## src/rtl/power_operand_feeder_pkg.sv

```systemverilog
// Shared definitions for the power-unit operand feeder: FSM encodings,
// the default operand width shared with the power unit, and sizing helpers.
package power_operand_feeder_pkg;

    localparam int DEFAULT_DATA_W = 8;

    typedef enum logic [1:0] {
        ST_IDLE  = 2'd0,
        ST_ISSUE = 2'd1,
        ST_WAIT  = 2'd2,
        ST_GAP   = 2'd3
    } feeder_state_t;

    // Occupancy counter must represent 0..depth inclusive.
    function automatic int countWidth(input int depth);
        return $clog2(depth) + 1;
    endfunction

endpackage

```

## src/rtl/power_operand_feeder_sync_fifo.sv

```systemverilog
// Small synchronous operand FIFO; full/empty come from a registered count so
// a pop in the same cycle never frees a slot for the producer.
module sync_fifo
    import power_operand_feeder_pkg::*;
#(
    parameter int DATA_W = DEFAULT_DATA_W,
    parameter int DEPTH  = 4
) (
    input  logic              clk,
    input  logic              rst,
    input  logic              i_push,
    input  logic [DATA_W-1:0] i_data,
    input  logic              i_pop,
    output logic              o_full,
    output logic              o_empty,
    output logic [DATA_W-1:0] o_head
);

    localparam int PTR_W = $clog2(DEPTH);
    localparam int CNT_W = countWidth(DEPTH);

    logic [DATA_W-1:0] r_mem [DEPTH];
    logic [PTR_W-1:0]  r_wrPtr;
    logic [PTR_W-1:0]  r_rdPtr;
    logic [CNT_W-1:0]  r_count;
    logic              w_doPush;
    logic              w_doPop;

    assign o_full   = (r_count == CNT_W'(DEPTH));
    assign o_empty  = (r_count == '0);
    assign w_doPush = i_push && !o_full;
    assign w_doPop  = i_pop && !o_empty;
    assign o_head   = r_mem[r_rdPtr];

    always_ff @(posedge clk) begin
        if (w_doPush) begin
            r_mem[r_wrPtr] <= i_data;
        end
    end

    // DEPTH is a power of two, so pointer overflow is the modulo wrap.
    always_ff @(posedge clk or posedge rst) begin
        if (rst) begin
            r_wrPtr <= '0;
            r_rdPtr <= '0;
            r_count <= '0;
        end else begin
            if (w_doPush) begin
                r_wrPtr <= r_wrPtr + PTR_W'(1);
            end
            if (w_doPop) begin
                r_rdPtr <= r_rdPtr + PTR_W'(1);
            end
            case ({w_doPush, w_doPop})
                2'b10:   r_count <= r_count + CNT_W'(1);
                2'b01:   r_count <= r_count - CNT_W'(1);
                default: r_count <= r_count;
            endcase
        end
    end

endmodule

```

## src/rtl/power_operand_feeder.sv

```systemverilog
// Feeds buffered operands one at a time to the non-pipelined p**4 unit and
// waits for its result pulse (or a timeout) before issuing the next one.
module power_operand_feeder
    import power_operand_feeder_pkg::*;
#(
    parameter int DATA_W     = DEFAULT_DATA_W,
    parameter int FIFO_DEPTH = 4,
    parameter int TIMEOUT    = 15
) (
    input  logic              clk,
    input  logic              rst,
    input  logic [DATA_W-1:0] in_data,
    input  logic              in_valid,
    output logic              in_ready,
    output logic [DATA_W-1:0] pw_data,
    output logic              pw_valid,
    input  logic              pw_done,
    output logic              busy,
    output logic              timeout_err,
    output logic [7:0]        issued_cnt
);

    localparam int TMO_W = $clog2(TIMEOUT);

    feeder_state_t     r_state;
    logic              r_pwValid;
    logic [DATA_W-1:0] r_pwData;
    logic [TMO_W-1:0]  r_tmoCnt;
    logic              r_timeoutErr;
    logic [7:0]        r_issuedCnt;

    logic              w_fifoFull;
    logic              w_fifoEmpty;
    logic [DATA_W-1:0] w_fifoHead;
    logic              w_fifoPop;

    assign w_fifoPop = (r_state == ST_ISSUE);

    sync_fifo #(
        .DATA_W (DATA_W),
        .DEPTH  (FIFO_DEPTH)
    ) u_fifo (
        .clk     (clk),
        .rst     (rst),
        .i_push  (in_valid),
        .i_data  (in_data),
        .i_pop   (w_fifoPop),
        .o_full  (w_fifoFull),
        .o_empty (w_fifoEmpty),
        .o_head  (w_fifoHead)
    );

    // Outputs are registered alongside the state so pw_valid is high exactly
    // while in ISSUE; pw_data is captured from the head as ISSUE is entered.
    always_ff @(posedge clk or posedge rst) begin
        if (rst) begin
            r_state      <= ST_IDLE;
            r_pwValid    <= 1'b0;
            r_pwData     <= '0;
            r_tmoCnt     <= '0;
            r_timeoutErr <= 1'b0;
            r_issuedCnt  <= '0;
        end else begin
            r_pwValid <= 1'b0;
            case (r_state)
                ST_IDLE: begin
                    if (!w_fifoEmpty) begin
                        r_state   <= ST_ISSUE;
                        r_pwValid <= 1'b1;
                        r_pwData  <= w_fifoHead;
                    end
                end
                ST_ISSUE: begin
                    r_tmoCnt <= '0;
                    r_state  <= ST_WAIT;
                end
                ST_WAIT: begin
                    if (pw_done) begin
                        r_issuedCnt <= r_issuedCnt + 8'd1;
                        r_state     <= ST_GAP;
                    end else if (r_tmoCnt == TMO_W'(TIMEOUT - 1)) begin
                        r_timeoutErr <= 1'b1;
                        r_state      <= ST_IDLE;
                    end else begin
                        r_tmoCnt <= r_tmoCnt + TMO_W'(1);
                    end
                end
                ST_GAP: begin
                    r_state <= ST_IDLE;
                end
                default: begin
                    r_state <= ST_IDLE;
                end
            endcase
        end
    end

    assign in_ready    = !w_fifoFull;
    assign pw_valid    = r_pwValid;
    assign pw_data     = r_pwData;
    assign busy        = (r_state != ST_IDLE) || !w_fifoEmpty;
    assign timeout_err = r_timeoutErr;
    assign issued_cnt  = r_issuedCnt;

endmodule

```

## config.mk

```make
export PLATFORM = sky130hd
export DESIGN_NAME = power_operand_feeder
export DESIGN_NICKNAME = d
export VERILOG_FILES = /design/src/rtl/power_operand_feeder_pkg.sv /design/src/rtl/power_operand_feeder_sync_fifo.sv /design/src/rtl/power_operand_feeder.sv
export SDC_FILE = /design/constraint.sdc
export NUM_CORES = 1
export LEC_CHECK = 0
export BUFFER_PORTS_ARGS = -buffer_cell sky130_fd_sc_hd__buf_2
export CAP_MARGIN = 10
export CORE_ASPECT_RATIO = 1.1
export CORE_MARGIN = 4
export CORE_UTILIZATION = 59
export CTS_BUF_LIST = sky130_fd_sc_hd__clkbuf_2 sky130_fd_sc_hd__clkbuf_4 sky130_fd_sc_hd__clkbuf_8
export CTS_CLUSTER_SIZE = 8
export DETAILED_ROUTE_END_ITERATION = 7
export PLACE_DENSITY = 0.83
export SYNTH_ARGS = -nofsm -noshare
export SYNTH_HDL_FRONTEND = slang
export SYNTH_SLANG_ARGS = --single-unit
```

## constraint.sdc

```tcl
create_clock -name clk -period 2.7 [get_ports clk]
set_input_delay 0.54 -clock clk [delete_from_list [all_inputs] [get_ports clk]]
set_output_delay 0.54 -clock clk [all_outputs]
set_load 0.05 [all_outputs]
```

== Word-level counts from Yosys, hierarchy flattened ==
Memory sizes are Yosys's and may differ from the RTL's. A register that Yosys moved wholly into a read port is not among the register bits.
Cells that the tools add are included.

* Bits in registers: 23
* Memory bits (writable): 32
* Output and inout port bits: 20
* Memories: 1

* $add $sub $neg: 6
* Equality and inequality tests: 11
* Mux-type cells: 12
* Bitwise operators: 2
* Reductions and logical operators: 15

{| class="wikitable"
|+ Memories
! name !! depth !! width !! rd ports !! clocked after Yosys merged registers in !! write ports !! line !! source
|-
| u_fifo.r_mem || 4 || 8 || 1 || 1 || 1 || power_operand_feeder_sync_fifo.sv:22 || <nowiki>logic [DATA_W-1:0] r_mem [DEPTH];</nowiki>
|}

{| class="wikitable"
|+ Operators with widths
! operator !! number
|-
| $add A8 B1 Y8 const B || 1
|-
| $mux W4 || 2
|-
| $pmux W2 S4 || 1
|-
| $pmux W4 S2 || 1
|-
| $eq A2 B2 Y1 const B || 3
|-
| $mux W2 || 3
|-
| $ne A2 B2 Y1 const B || 3
|-
| $pmux W3 S2 || 1
|-
| $reduce_and A2 Y1 || 3
|-
| $reduce_and A3 Y1 || 2
|-
| $reduce_bool A2 Y1 || 3
|-
| $add A2 B1 Y2 const B || 2
|-
| $add A4 B1 Y4 const B || 1
|-
| $eq A2 B1 Y1 const B || 2
|-
| $eq A4 B4 Y1 const B || 1
|-
| $mux W1 || 4
|-
| $add A3 B1 Y3 const B || 1
|-
| $eq A3 B3 Y1 const B || 1
|-
| $logic_not A3 Y1 || 1
|-
| $ne A3 B3 Y1 const B || 1
|-
| $sub A3 B1 Y3 const B || 1
|-
| $logic_and A1 B1 Y1 || 2
|-
| $logic_not A1 Y1 || 2
|-
| $logic_not A2 Y1 || 1
|-
| other kinds (2) || 3
|}

== Depth between registers and ports, before layout ==
Gate-level depths: netlist (run 1).

* Depth after elaboration: 5
* Mapped depth: 8
* Mapped depth without buffers: 8

== Hierarchy ==
A second synthesis (run 1) with hierarchy kept.

* Cell total of the unflattened synthesis: 170
* Area total of the unflattened synthesis: 2695.1 µm²

{| class="wikitable"
|+ By module, submodules not included
! module !! instances !! cells each !! area an instance (µm²) !! seq. area each (µm²)
|-
| sync_fifo || 1 || 80 || 1596.5 || 1136.1
|-
| power_operand_feeder || 1 || 90 || 1098.6 || 600.6
|}

== Least setup slack after synthesis (run 1) ==
Ideal clock, no wire load.

* Path kind: register to register
* From: register u_fifo.r_count[0]
* To: register u_fifo.r_count[1]
* Arrival time: 2.013 ns
* Data required time: 2.575 ns
* Setup slack: 0.562 ns
* Stages on the path, launching flop included: 7
* Clock period less this slack: 2.138 ns
* Cells stage by stage: dfrtp_1 > or3b_4 > and2_4 > inv_1 > ha_1 > fa_1 > mux2_2

* Cells in the longest elaborated chain, start to end: 5
* Elaborated cells between the ends (all ways): 12
* Those cells by class: 2 x add/sub; 3 x eq/ne; 1 x mux; 6 x reduce/logical

{| class="wikitable"
|+ Ends and longest elaborated chain
! item !! line !! source
|-
| start: declaration || power_operand_feeder_sync_fifo.sv:25 || <nowiki>logic [CNT_W-1:0] r_count;</nowiki>
|-
| start signal: assignment || power_operand_feeder_sync_fifo.sv:55 || <nowiki>2'b10: r_count <= r_count + CNT_W'(1);</nowiki>
|-
| start signal: assignment || power_operand_feeder_sync_fifo.sv:56 || <nowiki>2'b01: r_count <= r_count - CNT_W'(1);</nowiki>
|-
| start signal: assignment || power_operand_feeder_sync_fifo.sv:57 || <nowiki>default: r_count <= r_count;</nowiki>
|-
| $eq A3 B3 Y1 (*) || power_operand_feeder_sync_fifo.sv:29 || <nowiki>assign o_full = (r_count == CNT_W'(DEPTH));</nowiki>
|-
| $logic_not A1 Y1 (*) || - ||
|-
| via in_ready || power_operand_feeder.sv:14 || <nowiki>output logic in_ready,</nowiki>
|-
| $logic_and A1 B1 Y1 (*) || power_operand_feeder_sync_fifo.sv:31 || <nowiki>assign w_doPush = i_push && !o_full;</nowiki>
|-
| $eq A2 B1 Y1 or $eq A2 B2 Y1 (tied branches) || power_operand_feeder_sync_fifo.sv:54 || <nowiki>case ({w_doPush, w_doPop})</nowiki>
|-
| $pmux W3 S2 or $reduce_bool A2 Y1 (tied branches) || - ||
|}

Mark *: on every way through the listed nets, which the timed path passes. The rest lies on a longest branch.
A chain may end at the register's enable or synchronous reset.

== Worst setup path in the final report (run 1) ==
* From: register u_fifo.r_count[0]
* To: register u_fifo.r_count[1]

* Cells in the longest elaborated chain, start to end: 5
* Elaborated cells between the ends (all ways): 12
* Those cells by class: 2 x add/sub; 3 x eq/ne; 1 x mux; 6 x reduce/logical

{| class="wikitable"
|+ Ends and longest elaborated chain
! item !! line
|-
| $eq A3 B3 Y1 or $logic_not A3 Y1 (tied branches) || power_operand_feeder_sync_fifo.sv:29, power_operand_feeder_sync_fifo.sv:30
|-
| $logic_not A1 Y1, on equally long branches || power_operand_feeder_sync_fifo.sv:31, power_operand_feeder_sync_fifo.sv:32
|-
| $logic_and A1 B1 Y1, on equally long branches || power_operand_feeder_sync_fifo.sv:31, power_operand_feeder_sync_fifo.sv:32
|-
| $eq A2 B1 Y1 or $eq A2 B2 Y1 (tied branches) || power_operand_feeder_sync_fifo.sv:54
|-
| $pmux W3 S2 or $reduce_bool A2 Y1 (tied branches) || -
|}

Parallel ways exist; a longest one is shown, timed or not.

==> flow_metrics.tcl, run 1 <==
set metrics [dict create \
    num_antenna_cells 0 \
    ys_warn_count 0 \
    irDropWorstVdd_uv 805 \
    min_path_type "in2async" \
    r2r-start "u_fifo.r_count[0]" \
    cts_sinks 63 \
    status "complete, no violations" \
    remaining_drc_errors 0 \
    ctsResizeCount 0 \
    htreeDepth 3 \
    yosys.area.top_type "edfxtp_1" \
    drt_iter0_markers 119 \
    synth.cell_area_um2 2600 \
    period_share_pct 80.1 \
    met1_length_um 1770 \
    wl_per_cell_um 17.2 \
    fp-row-count 25 \
    gp_congestion 0.769 \
    arrival_ns 2.37 \
    grt_overflow_total 0 \
    tightest_slew_ns 0.549 \
    antenna_found_initial 0 \
    r2r-end "u_fifo.r_count[1]" \
    maxSlewViolCount 0 \
    grt_first_pass_wirelength_um 7350 \
    mostFrequentLayoutCells "edfxtp_1 (32), buf_2 (31), dfrtp_1 (31), clkbuf_8 (11), mux2_2 (10)" \
    yosysUniqueCellTypes 30 \
    avgSynthCellArea_um2 16.5 \
    fillers 279 \
    cts_hold_buf 0 \
    fin_crit_ns 2.16 \
    fin_util_pct 69.8 \
    clockBufferDepth 2 \
    end_kind "flop" \
    cpLargestDelayFamily "simple AND/OR/NAND/NOR gates" \
    synth_seq_cells 63 \
    cp_slowest_cell "or3b_4" \
    track_usage_pct 17.6 \
    highest-signal-layer "met4" \
    firstDrtPassIters 4 \
    reg2reg_slack_ns 0.54 \
    drive_gt1_share_pct 35.0 \
    synth_area_leaders "edfxtp_1 (37%), dfrtp_1 (30%), mux4_2 (5.2%)" \
    critPathMaxStageDelay_ns 0.45 \
    power.density_nw_per_um2 1220 \
    ios 32 \
    cts_setup_buffers 0 \
    critPathLaunchType "flop" \
    multi_input_area_um2 820 \
    io_buffers 31 \
    syn_nets 179 \
    die-width_um 71.3 \
    cts_buffers 9 \
    clk_latency_ns 0.32 \
    final-seq-area_um2 1740 \
    vias_per_cell 5.56 \
    p_leak_nw 1.32 \
    clock_tree.root_cell "clkbuf_8" \
    fmax_mhz 463 \
    core_area_um2 4290 \
    cts_tree "built" \
    setup_tns_ns 0 \
    met3WireLength_um 206 \
    crit_fanout 6 \
    worstPathRequired_ns 2.90 \
    final-hold-violation-count 0 \
    setup_violations 0 \
    dieHeight_um 77.6 \
    post-dp-hpwl_um 3120 \
    max_cap_viol_count 0 \
    wl_um 4420 \
    num_vias 1429 \
    rsz0062_at_grt "false" \
    ant_nets 0 \
    crit_buf_inv 1 \
    crit_chain "or3b_4 > and2_4 > inv_1 > ha_1 > fa_1 > mux2_2" \
    finClkSkew_ns 0.00448 \
    clk_pin_slew_ns 0.07 \
    synth_top_area_share_pct 36.9 \
    layout.nets 219 \
    relSlewSlack_pct 63.4 \
    area_delta_synth_final_pct 15.1 \
    grt_max_degree 32 \
    layout_commonest_cell "edfxtp_1" \
    die_area_um2 5540 \
    dr_wl_met2_um 2390 \
    worst-r2r-cell-count 6 \
    ys_seq_area_share_pct 66.8 \
    synth_cells 158 \
    crit_type "reg2reg" \
    initial_utilization_pct 60.7 \
    grt_pass1_vias 1491 \
]
[routing by layer]
| metal | up-vias | track usage, % |
|---|---|---|
| li1 | 655 | - |
| met2 | 36 | 30.1 |
| met1 | 733 | 21.1 |
| met4 | 0 | 6.39 |
| met5 | - | 0 |
| met3 | 5 | 4.92 |
[worst min-delay path: stages]
cell	delay (ns)
buf_2	0.09
inv_1	0.04
buf_4	0.35
[power breakdown]
group / switching [mW] / leakage, nW / internal, mW / total [mW]
clock network: 0.332 / 0.0963 / 0.401 / 0.733
registers: 0.252 / 0.678 / 1.32 / 1.57
logic: 0.821 / 0.545 / 0.533 / 1.35
[sequential cells by signal (all words and copies together) (netlist names)]
register and flops:
issued_cnt 8, pw_data 8, pw_valid 1, r_state 2, r_tmoCnt 4, timeout_err 1
u_fifo.r_count 3, u_fifo.r_mem 32, u_fifo.r_rdPtr 2, u_fifo.r_wrPtr 2
[layout make-up]
type,instances,area share (%)
inverters,6,0.753
well taps,54,2.26
clock buffers,13,5.56
clock inverters,3,0.585
flip-flops and latches,63,58.0
repair buffers,32,5.43
multi-input cells,86,27.4
[metrics by stage]
stage	hold slack [ns]	setup slack [ns]	cell area (µm²)	cells	power, mW
2_1_floorplan	0.445	0.562	2600	158	2.63
3_3_place_gp	0.440	0.655	2810	241	2.85
3_5_place_dp	0.458	0.571	2810	241	2.95
4_1_cts	0.304	0.549	2990	257	3.69
5_1_grt	0.323	0.467	2990	257	3.85
6_report	0.292	0.538	2990	257	3.66
[kinds of logic (layout without fill, tap and decap cells)]
kind of cell	count (synthesis)	after routing	share of synthesized area, %
adder cells (fa/ha/maj)	9	9	4.62
flip-flops	63	63	66.8
XOR/XNOR	13	13	4.38
AO/OA/AOI/OAI	2	2	0.481
buffers and inverters	9	54	1.73
AND/OR/NAND/NOR	39	39	8.37
multiplexers	23	23	13.7
[worst max-delay path by stage]
stage	start	endpoint	cells after the start
global route	u_fifo.r_count[0]	u_fifo.r_count[1]	6
floorplan	u_fifo.r_count[0]	u_fifo.r_count[1]	6
finish	u_fifo.r_count[0]	u_fifo.r_count[1]	6
CTS	u_fifo.r_count[0]	u_fifo.r_count[1]	6
global placement	u_fifo.r_count[0]	u_fifo.r_count[1]	6
detailed placement	u_fifo.r_count[0]	u_fifo.r_count[1]	6
[cell usage after synthesis (all sizes together)]
| cell | number |
|---|---|
| a21o | 1 |
| and2 | 1 |
| and3 | 6 |
| and4b | 1 |
| buf | 3 |
| dfrtp | 31 |
| edfxtp | 32 |
| fa | 1 |
| ha | 8 |
| inv | 6 |
| mux2 | 11 |
| mux2i | 4 |
| mux4 | 8 |
| nand2 | 9 |
| nand2b | 3 |
| nand3 | 5 |
| nand4 | 2 |
| nor2 | 5 |
| nor2b | 1 |
| nor3 | 3 |
| nor3b | 2 |
| o21ai | 1 |
| or3b | 1 |
| xnor2 | 6 |
| xor2 | 7 |
Note: power is estimated with default switching activity, not from simulation.
==> run 2: changes to the inputs <==
- clock period: 2.7 -> 2.1 ns (I/O delays scaled with it)
==> run 2 against run 1 <==
Effect of this change:
- critical path depth is the same
- combinational power grew 41%
- final cell count increased by 2.7%
- sequential power rose by 26%
- wire length is 4.5% higher
- die area unchanged
- fmax is 3.7% higher
- critical path type unchanged
==> flow_metrics.tcl, run 2 (synthesized netlist as in run 1, its figures left out) <==
set metrics [dict create \
    layout_commonest_cell "edfxtp_1" \
    end_kind "flop" \
    critPathMaxStageDelay_ns 0.44 \
    remaining_drc_errors 0 \
    gp_congestion 0.772 \
    grt_overflow_total 0 \
    fin_util_pct 72.4 \
    worstPathRequired_ns 2.30 \
    post-place-ws_ns -0.0316 \
    fmax_mhz 480 \
    regMostFlops "u_fifo.r_mem" \
    initial_utilization_pct 60.7 \
    fin_ws_ns 0.0145 \
    cts_tree "built" \
    largest_reg_flops 32 \
    hold_slack_ns 0.0104 \
    arrival_ns 2.29 \
    power.density_nw_per_um2 1650 \
    relSlewSlack_pct 72.9 \
    die_area_um2 5540 \
    tightest_slew_ns 0.406 \
    clock_tree.root_cell "clkbuf_8" \
    finalInstanceArea_um2 3100 \
    crit_chain "or3b_4 > and2_4 > inv_1 > ha_2 > fa_1 > mux2_2" \
    cts_buffers 9 \
    period_share_pct 99.3 \
    p_leak_nw 1.37 \
    irDropWorstVdd_uv 892 \
    layout.nets 226 \
    multi_input_area_um2 827 \
    die-width_um 71.3 \
    placed_area_um2 2850 \
    fp-row-count 25 \
    final-hold-violation-count 0 \
    r2r-end "u_fifo.r_count[1]" \
    fin_crit_ns 2.09 \
    grt_first_pass_wirelength_um 7650 \
    ios 32 \
    htreeDepth 3 \
    r2r-start "u_fifo.r_count[1]" \
    io_buffers 31 \
    finClkSkew_ns 0.0123 \
    wl_um 4610 \
    mostFrequentLayoutCells "edfxtp_1 (32), buf_2 (31), dfrtp_1 (31), mux2_2 (10)" \
    max_cap_viol_count 0 \
    status "complete, no violations" \
    clockBufferDepth 2 \
    final-seq-area_um2 1740 \
    grt_pass1_vias 1525 \
    post-dp-hpwl_um 3090 \
    cp_slowest_cell "fa_1" \
    num_antenna_cells 0 \
    area_delta_synth_final_pct 19.3 \
    fillers 267 \
    min_path_type "in2async" \
    p_total_mw 5.11 \
    maxSlewViolCount 0 \
    crit_fanout 6 \
    clk_latency_ns 0.33 \
    antenna_found_initial 0 \
    drt_iter0_markers 120 \
    wl_per_cell_um 17.5 \
    vias_per_cell 5.42 \
    clk_pin_slew_ns 0.07 \
    firstDrtPassIters 4 \
    ant_nets 0 \
    critPathLaunchType "flop" \
    grt_max_degree 26 \
    num_vias 1430 \
    cts_sinks 63 \
    reg2reg_slack_ns 0.01 \
    track_usage_pct 18.7 \
    setup_violations 0 \
    worst-r2r-cell-count 6 \
    drive_gt1_share_pct 37.1 \
    cts_hold_buf 0 \
    dieHeight_um 77.6 \
    core_area_um2 4290 \
    crit_type "reg2reg" \
]
[run 2: worst max path at each step]
stage | startpoint | endpoint | slack, ns | depth (start not counted)
after floorplan | u_fifo.r_count[1] | u_fifo.r_count[1] | 0.003 | 6
after global placement | u_fifo.r_count[1] | u_fifo.r_count[1] | 0.09 | 6
after detailed placement | u_fifo.r_count[1] | u_fifo.r_count[1] | -0.03 | 6
after CTS | u_fifo.r_count[1] | u_fifo.r_count[1] | 0.04 | 6
after global routing | u_fifo.r_count[0] | u_fifo.r_count[1] | -0.02 | 6
final | u_fifo.r_count[1] | u_fifo.r_count[1] | 0.01 | 6
[run 2: worst max-delay path: cells and delay by family (launching register included)]
family	cells	cell delay (ns)
fa+ha+maj	2	0.64
buf+inv	1	0.06
flops	1	0.40
mux	1	0.29
simple gates	2	0.59
[run 2: metal layers]
metal | share of wire [%] | track usage (%) | wire, µm | up-vias
met3 | 4.6 | 5.18 | 210 | 9
met1 | 41 | 22.8 | 1910 | 713
met2 | 53 | 31.7 | 2430 | 35
met5 | 0 | 0 | 0 | -
li1 | - | - | - | 673
met4 | 1.4 | 6.77 | 66 | 0
[run 2: area by class of cell]
class	instances	area share (%)
well taps	54	2.18
multi-input cells	86	26.6
repair buffers	39	6.93
inverters	6	0.726
flip-flops and latches	63	55.9
clock buffers	9	3.99
clock inverters	7	3.59
[run 2: timing repair]
item | CTS | global route
setup buffers | 1 | 1
pin swaps | 0 | 1
setup endpoints to repair | 1 | 2
gates resized for setup | 1 | 1
[run 2: power by group]
part           leakage (nW)  switching [mW]  internal, mW
clock network         0.118           0.457         0.780
logic                 0.578            1.12         0.778
registers             0.678           0.284          1.69
[run 2: through the flow]
| step | setup TNS, ns | std cells |
|---|---|---|
| after global routing | -0.0225 | 264 |
| after detailed placement | -0.0316 | 246 |
| final | 0 | 264 |
| after global placement | 0 | 246 |
| after floorplan | 0 | 158 |
| after CTS | 0 | 263 |
